File: config.mk
export PLATFORM = sky130hd
export DESIGN_NAME = mux_rr_arbiter
export DESIGN_NICKNAME = d
export VERILOG_FILES = /design/src/rtl/mux_rr_arbiter.sv
export SDC_FILE = /design/constraint.sdc
export NUM_CORES = 1
export LEC_CHECK = 0
export CAP_MARGIN = 20
export CORE_UTILIZATION = 60
export DETAILED_ROUTE_END_ITERATION = 7
export HOLD_SLACK_MARGIN = 0.05
export PLACE_DENSITY_LB_ADDON = 0.12
export SLEW_MARGIN = 25
export SYNTH_ARGS = -nofsm -noshare
export SYNTH_HDL_FRONTEND = slang
export SYNTH_SLANG_ARGS = --single-unit
File: constraint.sdc
create_clock -name clk -period 10.5 [get_ports clk]
set_input_delay 2.1 -clock clk [delete_from_list [all_inputs] [get_ports clk]]
set_output_delay 2.1 -clock clk [all_outputs]
set_load 0.01 [all_outputs]
File: src/rtl/mux_rr_arbiter.sv
// Round-robin arbiter that owns the select of a shared 8:1 single-bit mux.
// Grants one requester at a time; a bounded tenure stops a holder from starving waiting requesters.
module mux_rr_arbiter #(
  parameter int unsigned MAX_HOLD = 4,
  parameter int unsigned CNT_W    = 8
) (
  input  logic             clk,
  input  logic             rst,
  input  logic [7:0]       req,
  output logic [7:0]       grant,
  output logic [2:0]       sel,
  output logic             busy,
  output logic [CNT_W-1:0] hold_cnt,
  output logic             state_o
);

  typedef enum logic {IDLE = 1'b0, GRANT = 1'b1} state_t;

  // Saturation point of the tenure counter; all-ones when tenure is unlimited.
  localparam logic [CNT_W-1:0] HOLD_SAT = (MAX_HOLD == 0) ? '1 : CNT_W'(MAX_HOLD);
  localparam logic             PREEMPT_EN = (MAX_HOLD != 0);

  state_t           state_q, state_d;
  logic [7:0]       grant_q, grant_d;
  logic [2:0]       sel_q, sel_d;
  logic             busy_q, busy_d;
  logic [CNT_W-1:0] hold_q, hold_d;
  logic [2:0]       last_q, last_d;

  logic [7:0] others;
  logic [2:0] win_all, win_others;
  logic       new_grant;
  logic [2:0] new_idx;

  // First set bit of v scanning upward from ptr+1, wrapping 7 -> 0; ptr itself ranks last.
  function automatic logic [2:0] rr_pick(input logic [7:0] v, input logic [2:0] ptr);
    logic [2:0] idx;
    logic       found;
    found   = 1'b0;
    rr_pick = '0;
    for (int i = 1; i <= 8; i++) begin
      idx = ptr + 3'(i);
      if (!found && v[idx]) begin
        found   = 1'b1;
        rr_pick = idx;
      end
    end
  endfunction

  always_comb begin
    state_d    = state_q;
    grant_d    = grant_q;
    sel_d      = sel_q;
    busy_d     = busy_q;
    hold_d     = hold_q;
    last_d     = last_q;
    new_grant  = 1'b0;
    new_idx    = '0;
    others     = req & ~(8'b1 << sel_q);
    win_all    = rr_pick(req, last_q);
    win_others = rr_pick(others, last_q);

    case (state_q)
      IDLE: begin
        if (|req) begin
          new_grant = 1'b1;
          new_idx   = win_all;
        end
      end
      GRANT: begin
        if (!req[sel_q]) begin
          if (|others) begin
            new_grant = 1'b1;
            new_idx   = win_all;
          end else begin
            state_d = IDLE;
            grant_d = '0;
            busy_d  = 1'b0;
            hold_d  = '0;
          end
        end else if (PREEMPT_EN && (hold_q >= HOLD_SAT) && (|others)) begin
          new_grant = 1'b1;
          new_idx   = win_others;
        end else if (hold_q != HOLD_SAT) begin
          hold_d = hold_q + 1'b1;
        end
      end
      default: state_d = IDLE;
    endcase

    if (new_grant) begin
      state_d = GRANT;
      last_d  = new_idx;
      sel_d   = new_idx;
      grant_d = 8'b1 << new_idx;
      busy_d  = 1'b1;
      hold_d  = CNT_W'(1);
    end
  end

  always_ff @(posedge clk) begin
    if (rst) begin
      state_q <= IDLE;
      grant_q <= '0;
      sel_q   <= '0;
      busy_q  <= 1'b0;
      hold_q  <= '0;
      last_q  <= 3'd7;
    end else begin
      state_q <= state_d;
      grant_q <= grant_d;
      sel_q   <= sel_d;
      busy_q  <= busy_d;
      hold_q  <= hold_d;
      last_q  <= last_d;
    end
  end

  assign grant    = grant_q;
  assign sel      = sel_q;
  assign busy     = busy_q;
  assign hold_cnt = hold_q;
  assign state_o  = state_q;

endmodule

==> flow_metrics.env, run 1 <==
export IMPL_first_pass_iters=5
export IMPL_clock_tree_from_tritoncts="built"
export IMPL_first_global_vias=2659
export IMPL_worstSetupEndpointType="register"
export IMPL_number_of_standard_cell_rows_in_the_floorplan=25
export IMPL_criticalPathCategory="input port to register"
export IMPL_syn_area_um2=2997
export IMPL_postRouteWirelength_mm=8.054
export IMPL_outcome="complete, no violations"
export IMPL_period_utilization=0.5130
export IMPL_hold_path_class="register to register"
export IMPL_drtAntennaViolNets=0
export IMPL_pin_count_of_the_biggest_net_entering_global_routing=28
export IMPL_met3_usage=0.05387
export IMPL_path_cells="clkdlybuf4s50_1, mux2_2, o21a_1, mux4_2, nor2b_1, and2_1, a311oi_2, o41ai_2, nor3_1, a32o_1"
export IMPL_clock_period_minus_final_worst_setup_slack_ps=5386
export IMPL_slew_violations=0
export IMPL_yosys_register_bits=24
export IMPL_gpl_final_weighted_congestion=0.9946
export IMPL_fp_dieArea_um2=5281
export IMPL_flow_area_growth_from_synthesis_pct=11.61
export IMPL_ctsResizeCount=0
export IMPL_max_slew_margin=0.3262
export IMPL_postCtsHoldBufs=0
export IMPL_height_of_the_die_um=72.67
export IMPL_design_portCount=31
export IMPL_post_dp_cell_area_um2=3273
export IMPL_num_nets_final=376
export IMPL_finalSetupViolCount=0
export IMPL_cts_buffer_depth=2
export IMPL_finalPower_mw=1.163
export IMPL_sw_frac_of_total=0.5106
export IMPL_wire_length_of_the_first_global_routing_pass_mm=13.09
export IMPL_global_route_congestion_overflow_total=0
export IMPL_cts_root_buf="sky130_fd_sc_hd__clkbuf_8"
export IMPL_power_frac_clock=0.070
export IMPL_final_hold_violation_count=0
export IMPL_vias=2970
export IMPL_synth_flop_cell="sky130_fd_sc_hd__dfxtp_1"
export IMPL_met2_track_demand_over_resource_in_global_routing=0.5192
export IMPL_yosysWarnings=0
export IMPL_crit_path_max_fanout=13
export IMPL_cts_max_level=1
export IMPL_detailedPlacementHpwl_mm=5.927
export IMPL_timing_fmax_mhz=185.7
export IMPL_power_share_sequential=0.115
export IMPL_rsz_0062_raised_after_global_routing="no"
export IMPL_synth_net_count=365
export IMPL_ys_seq_area_frac=0.1603
export IMPL_cp_data_arrival_time_ps=5550
export IMPL_fin_tns_setup_ps=0
export IMPL_whs_ps=458.3
export IMPL_worst_path_largest_cell_delay_ps=650
export IMPL_grt_util_met1=0.4516
export IMPL_p_switching_mw=0.5937
export IMPL_total_clock_buffers_created_by_cts=3
export IMPL_diodes=0
export IMPL_grt_total_usage=0.3160
export IMPL_drive_gt1_frac=0.1634
export IMPL_grt_most_used_layer="met2"
export IMPL_io_buffers=30
export IMPL_maxCapViolCount=0
export IMPL_core_region_um2=4755
export IMPL_placed_cells=424
export IMPL_worst_ir_drop_vdd_mv=0.1927
export IMPL_fin_ws_ps=5114
export IMPL_pwr_share_comb=0.815
export IMPL_route_detailed_wl_per_inst_um=18.82
export IMPL_worst_ep_required_time_ps=10660
export IMPL_internal_power_mw=0.5691
export IMPL_final_setup_skew_ps=1.350
export IMPL_post_route_drc_count=0
export IMPL_pwr_density_cell_nw_per_um2=347.7
export IMPL_grt_antenna_before_repair=0
export IMPL_worst_path_max_delay_cell="sky130_fd_sc_hd__clkdlybuf4s50_1"
export IMPL_detail_route_iter0_violations=302
export IMPL_synth_edff_count=0
export IMPL_postSynthCellCount=351
export IMPL_die_width_um=72.67
export IMPL_synth_async_reset_ratio=0
export IMPL_post_layout_nonfiller_instances=428
export IMPL_post_cts_buffers=0
export IMPL_via_cell_ratio=6.939
export IMPL_clock_latency_ps=270
export IMPL_cts_sink_count=24
export IMPL_clkTransAtPathRegs_ps=90
export IMPL_ys_types=74
export IMPL_placement_setup_worst_slack_ps=4903
export IMPL_tightestPinTransition_ps=1004
export IMPL_syn_mean_instance_area_um2=8.537
export IMPL_setup_worst_path_start_class="input port"
export IMPL_power_leakage_nw=1.145
export IMPL_final_area_um2=3344
export IMPL_initial_utilization=0.6303
export IMPL_final_core_utilization=0.7034
## path summary, 6_finish.rpt
kind / startpoint / to / slack [ps] / depth (start not counted)
setup / recovery: req[5] / grant[0] / 5110 / 10
hold / removal: grant[5] / grant[5] / 460 / 2
setup reg to reg: last_q[1] / grant[0] / 6120 / 11
hold reg to reg: grant[5] / grant[5] / 460 / 2
## worst max-delay path, delay by kind of cell
family                 cells  cell delay, ps
buffers and inverters      1             650
AND/OR/NAND/NOR            3             600
AO/OA/AOI/OAI              4            1240
multiplexers               2             930
## power groups by stage
| stage | Sequential, mW | Combinational (mW) | Clock (mW) |
|---|---|---|---|
| 6_report | 0.134 | 0.948 | 0.0811 |
| 2_1_floorplan | 0.132 | 0.739 | 0 |
| 3_5_place_dp | 0.136 | 0.930 | 0 |
| 5_1_grt | 0.137 | 1.02 | 0.0874 |
| 3_3_place_gp | 0.135 | 0.913 | 0 |
| 4_1_cts | 0.134 | 0.933 | 0.0825 |
## logic make-up (layout without fill, tap and decap cells)
| group | count (synthesis) | in the layout | synth area share |
|---|---|---|---|
| AO/OA/AOI/OAI | 105 | 105 | 0.2626 |
| XOR/XNOR | 12 | 12 | 0.04009 |
| flip-flops | 24 | 24 | 0.1603 |
| multiplexers | 46 | 46 | 0.2539 |
| adder cells (fa/ha/maj) | 4 | 4 | 0.01670 |
| AND/OR/NAND/NOR | 120 | 120 | 0.2054 |
| buffers and inverters | 40 | 50 | 0.06096 |
## area by class of cell
type / instances / area, um2
Timing Repair Buffer: 34 / 330.3
Sequential cell: 24 / 480.5
Multi-Input combinational cell: 287 / 2333
Clock inverter: 1 / 30.03
Tap cell: 67 / 83.83
Fill cell: 401 / 1410
Clock buffer: 3 / 41.29
Inverter: 12 / 45.04
## layout by cell type (no fill, tap or decap), types with 8 or more instances in the layout
master	netlist	final
sky130_fd_sc_hd__a21oi_1	22	22
sky130_fd_sc_hd__o31ai_1	8	8
sky130_fd_sc_hd__o21ai_0	14	14
sky130_fd_sc_hd__nand2_1	30	30
sky130_fd_sc_hd__clkdlybuf4s50_1	0	30
sky130_fd_sc_hd__mux4_2	23	23
sky130_fd_sc_hd__mux2i_1	13	13
sky130_fd_sc_hd__nand2b_1	8	8
sky130_fd_sc_hd__mux2_2	9	9
sky130_fd_sc_hd__and2_1	8	8
sky130_fd_sc_hd__nor3_1	8	8
sky130_fd_sc_hd__dfxtp_1	24	24
sky130_fd_sc_hd__inv_1	9	9
sky130_fd_sc_hd__nor2_1	27	27
## synth_stat cells (9+ instances only)
| cell | number | area share |
|---|---|---|
| sky130_fd_sc_hd__mux2i_1 | 13 | 0.043 |
| sky130_fd_sc_hd__dfxtp_1 | 24 | 0.16 |
| sky130_fd_sc_hd__o21ai_0 | 14 | 0.023 |
| sky130_fd_sc_hd__nor2_1 | 27 | 0.034 |
| sky130_fd_sc_hd__a21oi_1 | 22 | 0.037 |
| sky130_fd_sc_hd__inv_1 | 9 | 0.011 |
| sky130_fd_sc_hd__clkbuf_1 | 17 | 0.021 |
| sky130_fd_sc_hd__mux4_2 | 23 | 0.17 |
| sky130_fd_sc_hd__mux2_2 | 9 | 0.034 |
| sky130_fd_sc_hd__nand2_1 | 30 | 0.038 |
## layer usage
| layer | part of all wire | vias up |
|---|---|---|
| li1 | - | 1377 |
| met1 | 0.42 | 1432 |
| met2 | 0.48 | 150 |
| met3 | 0.089 | 11 |
| met4 | 0.011 | 0 |
| met5 | 0 | - |
## flip-flops by register name (all words and copies together) (netlist names)
name,cells
last_q,3
state_o,1
busy,1
sel,3
grant,8
hold_cnt,8
No activity file was read; power rests on OpenSTA's default activity.
==> run 2: changes to the inputs <==
CORE_UTILIZATION = 58   (was 60)
clock period = 5 ns   (was 10.5 ns; I/O delays follow)
==> flow_metrics.env, run 2 (synthesis gave the netlist of run 1 again) <==
export IMPL_vias=2928
export IMPL_cp_data_arrival_time_ps=4460
export IMPL_internal_power_mw=1.208
export IMPL_global_route_congestion_overflow_total=0
export IMPL_postRouteWirelength_mm=8.041
export IMPL_final_core_utilization=0.6945
export IMPL_pwr_density_cell_nw_per_um2=725.6
export IMPL_max_slew_margin=0.3690
export IMPL_hold_path_class="register to register"
export IMPL_grt_antenna_before_repair=0
export IMPL_total_clock_buffers_created_by_cts=3
export IMPL_final_hold_violation_count=0
export IMPL_initial_utilization=0.6181
export IMPL_clkTransAtPathRegs_ps=80
export IMPL_clock_latency_ps=260
export IMPL_grt_total_usage=0.3218
export IMPL_core_region_um2=4848
export IMPL_cts_sink_count=24
export IMPL_first_pass_iters=5
export IMPL_via_cell_ratio=6.794
export IMPL_crit_path_max_fanout=14
export IMPL_gpl_final_weighted_congestion=0.9237
export IMPL_timing_fmax_mhz=235.3
export IMPL_worstSetupEndpointType="register"
export IMPL_fp_dieArea_um2=5458
export IMPL_power_leakage_nw=1.160
export IMPL_height_of_the_die_um=73.88
export IMPL_p_switching_mw=1.235
export IMPL_fillers=408
export IMPL_post_cts_buffers=0
export IMPL_cts_buffer_depth=2
export IMPL_outcome="complete, no violations"
export IMPL_io_buffers=30
export IMPL_power_share_sequential=0.117
export IMPL_first_global_vias=2660
export IMPL_fin_tns_setup_ps=0
export IMPL_finalPower_mw=2.443
export IMPL_final_setup_skew_ps=2.061
export IMPL_sw_frac_of_total=0.5055
export IMPL_ctsResizeCount=0
export IMPL_clock_period_minus_final_worst_setup_slack_ps=4250
export IMPL_power_frac_clock=0.069
export IMPL_clock_tree_from_tritoncts="built"
export IMPL_postCtsHoldBufs=0
export IMPL_drtAntennaViolNets=0
export IMPL_maxCapViolCount=0
export IMPL_num_nets_final=379
export IMPL_cts_max_level=1
export IMPL_placed_cells=427
export IMPL_pin_count_of_the_biggest_net_entering_global_routing=28
export IMPL_post_route_drc_count=0
export IMPL_detailedPlacementHpwl_mm=5.864
export IMPL_slew_violations=0
export IMPL_finalSetupViolCount=0
export IMPL_rsz_0062_raised_after_global_routing="no"
export IMPL_worst_ep_required_time_ps=5210
export IMPL_worst_ir_drop_vdd_mv=0.4718
export IMPL_die_width_um=73.88
export IMPL_post_layout_nonfiller_instances=431
export IMPL_criticalPathCategory="input port to register"
export IMPL_tightestPinTransition_ps=939.7
export IMPL_detail_route_iter0_violations=343
export IMPL_flow_area_growth_from_synthesis_pct=12.36
export IMPL_design_portCount=31
export IMPL_diodes=0
export IMPL_worst_r2r_setup_slack_ps=1260
export IMPL_cts_root_buf="sky130_fd_sc_hd__clkbuf_8"
export IMPL_setup_worst_path_start_class="input port"
export IMPL_period_utilization=0.8500
export IMPL_drive_gt1_frac=0.1703
export IMPL_wire_length_of_the_first_global_routing_pass_mm=13.61
export IMPL_route_detailed_wl_per_inst_um=18.66
export IMPL_pwr_share_comb=0.814
export IMPL_layout_cells_most_common_list="sky130_fd_sc_hd__nand2_1, sky130_fd_sc_hd__clkdlybuf4s50_1, sky130_fd_sc_hd__nor2_1"
export IMPL_number_of_standard_cell_rows_in_the_floorplan=25
==> run 2: cell types whose count changed in the layout (fill, tap and decap cells not counted) <==
cell,change
sky130_fd_sc_hd__buf_4,+3
==> run 2: power groups by stage <==
stage	sequential (mW)	combinational, mW	clock (mW)
6_report	0.286	1.99	0.169
5_1_grt	0.294	2.16	0.183
4_1_cts	0.286	1.96	0.173
3_5_place_dp	0.289	1.95	0
3_3_place_gp	0.289	1.92	0
2_1_floorplan	0.276	1.55	0
==> run 2: per-layer routing <==
| layer | part of all wire | track usage | vias up | routed length, um |
|---|---|---|---|---|
| met5 | 0 | 0 | - | 0 |
| met4 | 0.0055 | 0.03419 | 0 | 44 |
| met3 | 0.070 | 0.03978 | 10 | 561 |
| met2 | 0.46 | 0.5025 | 125 | 3728 |
| met1 | 0.46 | 0.4893 | 1408 | 3707 |
| li1 | - | - | 1385 | - |
==> run 2: cell type report <==
cell class,count,area [um2],area share
sequential,24,480.5,0.1427
tap,67,83.83,0.02490
multi-input combinational,287,2333,0.6931
clock buffer,3,41.29,0.01226
timing repair buffer,37,352.8,0.1048
inverter,12,45.04,0.01338
clock inverter,1,30.03,0.008919
==> run 2: stage by stage <==
stage / worst slack (ps) / hold WS (ps) / instance area (um2)
2_1_floorplan: 1418 / 477.6 / 2997
3_3_place_gp: 652.9 / 439.2 / 3296
3_5_place_dp: 545.0 / 445.6 / 3296
4_1_cts: 823.4 / 464.3 / 3367
5_1_grt: 583.7 / 484.3 / 3367
6_report: 750.0 / 463.6 / 3367
==> run 2: worst paths after layout <==
check             from       end  cells past startpoint
max             req[1]  grant[1]                     10
min           grant[5]  grant[5]                      2
max reg2reg  last_q[1]  grant[2]                     12
min reg2reg   grant[5]  grant[5]                      2
==> run 2: worst max-delay path, stage by stage <==
cell                              delay, ps
sky130_fd_sc_hd__clkdlybuf4s50_1        730
sky130_fd_sc_hd__mux2_2                 250
sky130_fd_sc_hd__a21boi_1               500
sky130_fd_sc_hd__mux2i_1                230
sky130_fd_sc_hd__o32ai_1                220
sky130_fd_sc_hd__a211oi_1                80
sky130_fd_sc_hd__or2_2                  310
sky130_fd_sc_hd__a221o_1                380
sky130_fd_sc_hd__a32oi_2                490
sky130_fd_sc_hd__a32o_1                 250
==> run 3: changes to the inputs <==
CORE_UTILIZATION = 53   (was 58)
clock period = 3.66 ns   (was 5 ns; I/O delays follow)
==> flow_metrics.env, run 3 (synthesis gave the netlist of run 1 again) <==
export IMPL_pin_count_of_the_biggest_net_entering_global_routing=28
export IMPL_clkTransAtPathRegs_ps=90
export IMPL_setup_worst_path_start_class="input port"
export IMPL_worst_ep_required_time_ps=3830
export IMPL_criticalPathCategory="input port to register"
export IMPL_placement_setup_worst_slack_ps=-263.4
export IMPL_fp_dieArea_um2=5959
export IMPL_cts_max_level=1
export IMPL_route_detailed_wl_per_inst_um=18.17
export IMPL_slew_violations=0
export IMPL_gpl_final_weighted_congestion=0.9288
export IMPL_rsz_0062_raised_after_global_routing="no"
export IMPL_io_buffers=30
export IMPL_wire_length_of_the_first_global_routing_pass_mm=14.57
export IMPL_first_pass_iters=5
export IMPL_worst_ir_drop_vdd_mv=0.6366
export IMPL_clock_tree_from_tritoncts="built"
export IMPL_vias=3224
export IMPL_whs_ps=461.3
export IMPL_grt_total_usage=0.3051
export IMPL_cts_sink_count=24
export IMPL_diodes=0
export IMPL_drive_gt1_frac=0.3021
export IMPL_postRouteWirelength_mm=9.069
export IMPL_initial_utilization=0.5476
export IMPL_design_portCount=31
export IMPL_fin_ws_ps=77.13
export IMPL_first_global_vias=2931
export IMPL_final_setup_skew_ps=4.652
export IMPL_timing_fmax_mhz=279.1
export IMPL_core_region_um2=5473
export IMPL_max_slew_margin=0.5051
export IMPL_power_share_sequential=0.101
export IMPL_post_dp_cell_area_um2=3800
export IMPL_worstSetupEndpointType="register"
export IMPL_clock_latency_ps=270
export IMPL_global_route_congestion_overflow_total=0
export IMPL_internal_power_mw=2.107
export IMPL_detailedPlacementHpwl_mm=7.004
export IMPL_crit_path_max_fanout=7
export IMPL_num_nets_final=442
export IMPL_hold_path_class="register to register"
export IMPL_final_area_um2=3929
export IMPL_clock_period_minus_final_worst_setup_slack_ps=3583
export IMPL_period_utilization=0.9789
export IMPL_layout_cells_most_common_list="sky130_fd_sc_hd__buf_4, sky130_fd_sc_hd__nand2_1, sky130_fd_sc_hd__nor2_1"
export IMPL_p_switching_mw=1.898
export IMPL_maxCapViolCount=0
export IMPL_die_width_um=77.20
export IMPL_cp_data_arrival_time_ps=3750
export IMPL_power_frac_clock=0.058
export IMPL_flow_area_growth_from_synthesis_pct=31.11
export IMPL_pwr_share_comb=0.841
export IMPL_outcome="complete, no violations"
export IMPL_grt_antenna_before_repair=0
export IMPL_cts_root_buf="sky130_fd_sc_hd__clkbuf_8"
export IMPL_final_common_cell="sky130_fd_sc_hd__buf_4"
export IMPL_final_hold_violation_count=0
export IMPL_power_leakage_nw=1.517
export IMPL_fillers=449
export IMPL_height_of_the_die_um=77.20
export IMPL_via_cell_ratio=6.461
export IMPL_total_clock_buffers_created_by_cts=3
export IMPL_sw_frac_of_total=0.4739
export IMPL_cts_buffer_depth=2
export IMPL_detail_route_iter0_violations=329
export IMPL_post_route_drc_count=0
export IMPL_finalSetupViolCount=0
export IMPL_drtAntennaViolNets=0
export IMPL_pwr_density_cell_nw_per_um2=1019
export IMPL_tightestPinTransition_ps=736.0
export IMPL_fin_tns_setup_ps=0
export IMPL_number_of_standard_cell_rows_in_the_floorplan=27
## run 3: cell count changes in the layout (fill, tap and decap cells not counted), sizes merged
cell and delta:
buf +63, clkdlybuf4s50 -4, dlymetal6s2s +4
## run 3: routing by layer
metal  global-route usage  vias to the layer above  routed length, um
met3              0.03929                       16                484
met4              0.05283                        0                127
met2               0.4850                      122               4252
met5                    0                        -                  0
li1                     -                     1519                  -
met1               0.4440                     1567               4205
## run 3: what timing repair did
item	CTS	global route
hold buffers	0	0
setup endpoints to repair	0	13
buffers inserted	0	0
gates resized for setup	0	11
## run 3: power by group through the flow
stage	Sequential [mW]	Combinational (mW)	Clock (mW)
global route	0.414	3.60	0.251
detailed placement	0.409	3.20	0
CTS	0.403	3.21	0.238
floorplan	0.377	2.12	0
global placement	0.406	3.14	0
finish	0.403	3.37	0.234
## run 3: stage by stage
stage,cells,util,power (mW)
after floorplan,351,-,2.496
after global placement,495,0.6943,3.545
after detailed placement,495,0.6943,3.607
after CTS,499,0.7074,3.848
after global routing,499,0.7179,4.266
final,499,0.7179,4.005
## run 3: area by class of cell
type	instances	area (um2)	area share
Timing Repair Buffer	100	860.8	0.2191
Clock inverter	1	30.03	0.007643
Inverter	12	45.04	0.01146
Tap cell	72	90.09	0.02293
Multi-Input combinational cell	287	2381	0.6060
Sequential cell	24	480.5	0.1223
Clock buffer	3	41.29	0.01051
## run 3: path summary, 6_finish.rpt
check        startpoint        to  slack, ps  depth (start not counted)
max reg2reg   last_q[0]  grant[3]        260                         10
min            grant[6]  grant[6]        460                          2
min reg2reg    grant[6]  grant[6]        460                          2
max              req[4]  grant[3]         80                          8
## run 3: worst max-delay path: stages
cell	delay [ps]
sky130_fd_sc_hd__clkdlybuf4s50_1	530
sky130_fd_sc_hd__mux4_2	520
sky130_fd_sc_hd__mux2_2	320
sky130_fd_sc_hd__or2_1	250
sky130_fd_sc_hd__or4_4	570
sky130_fd_sc_hd__o221a_1	310
sky130_fd_sc_hd__a32o_1	270
sky130_fd_sc_hd__a32o_1	250
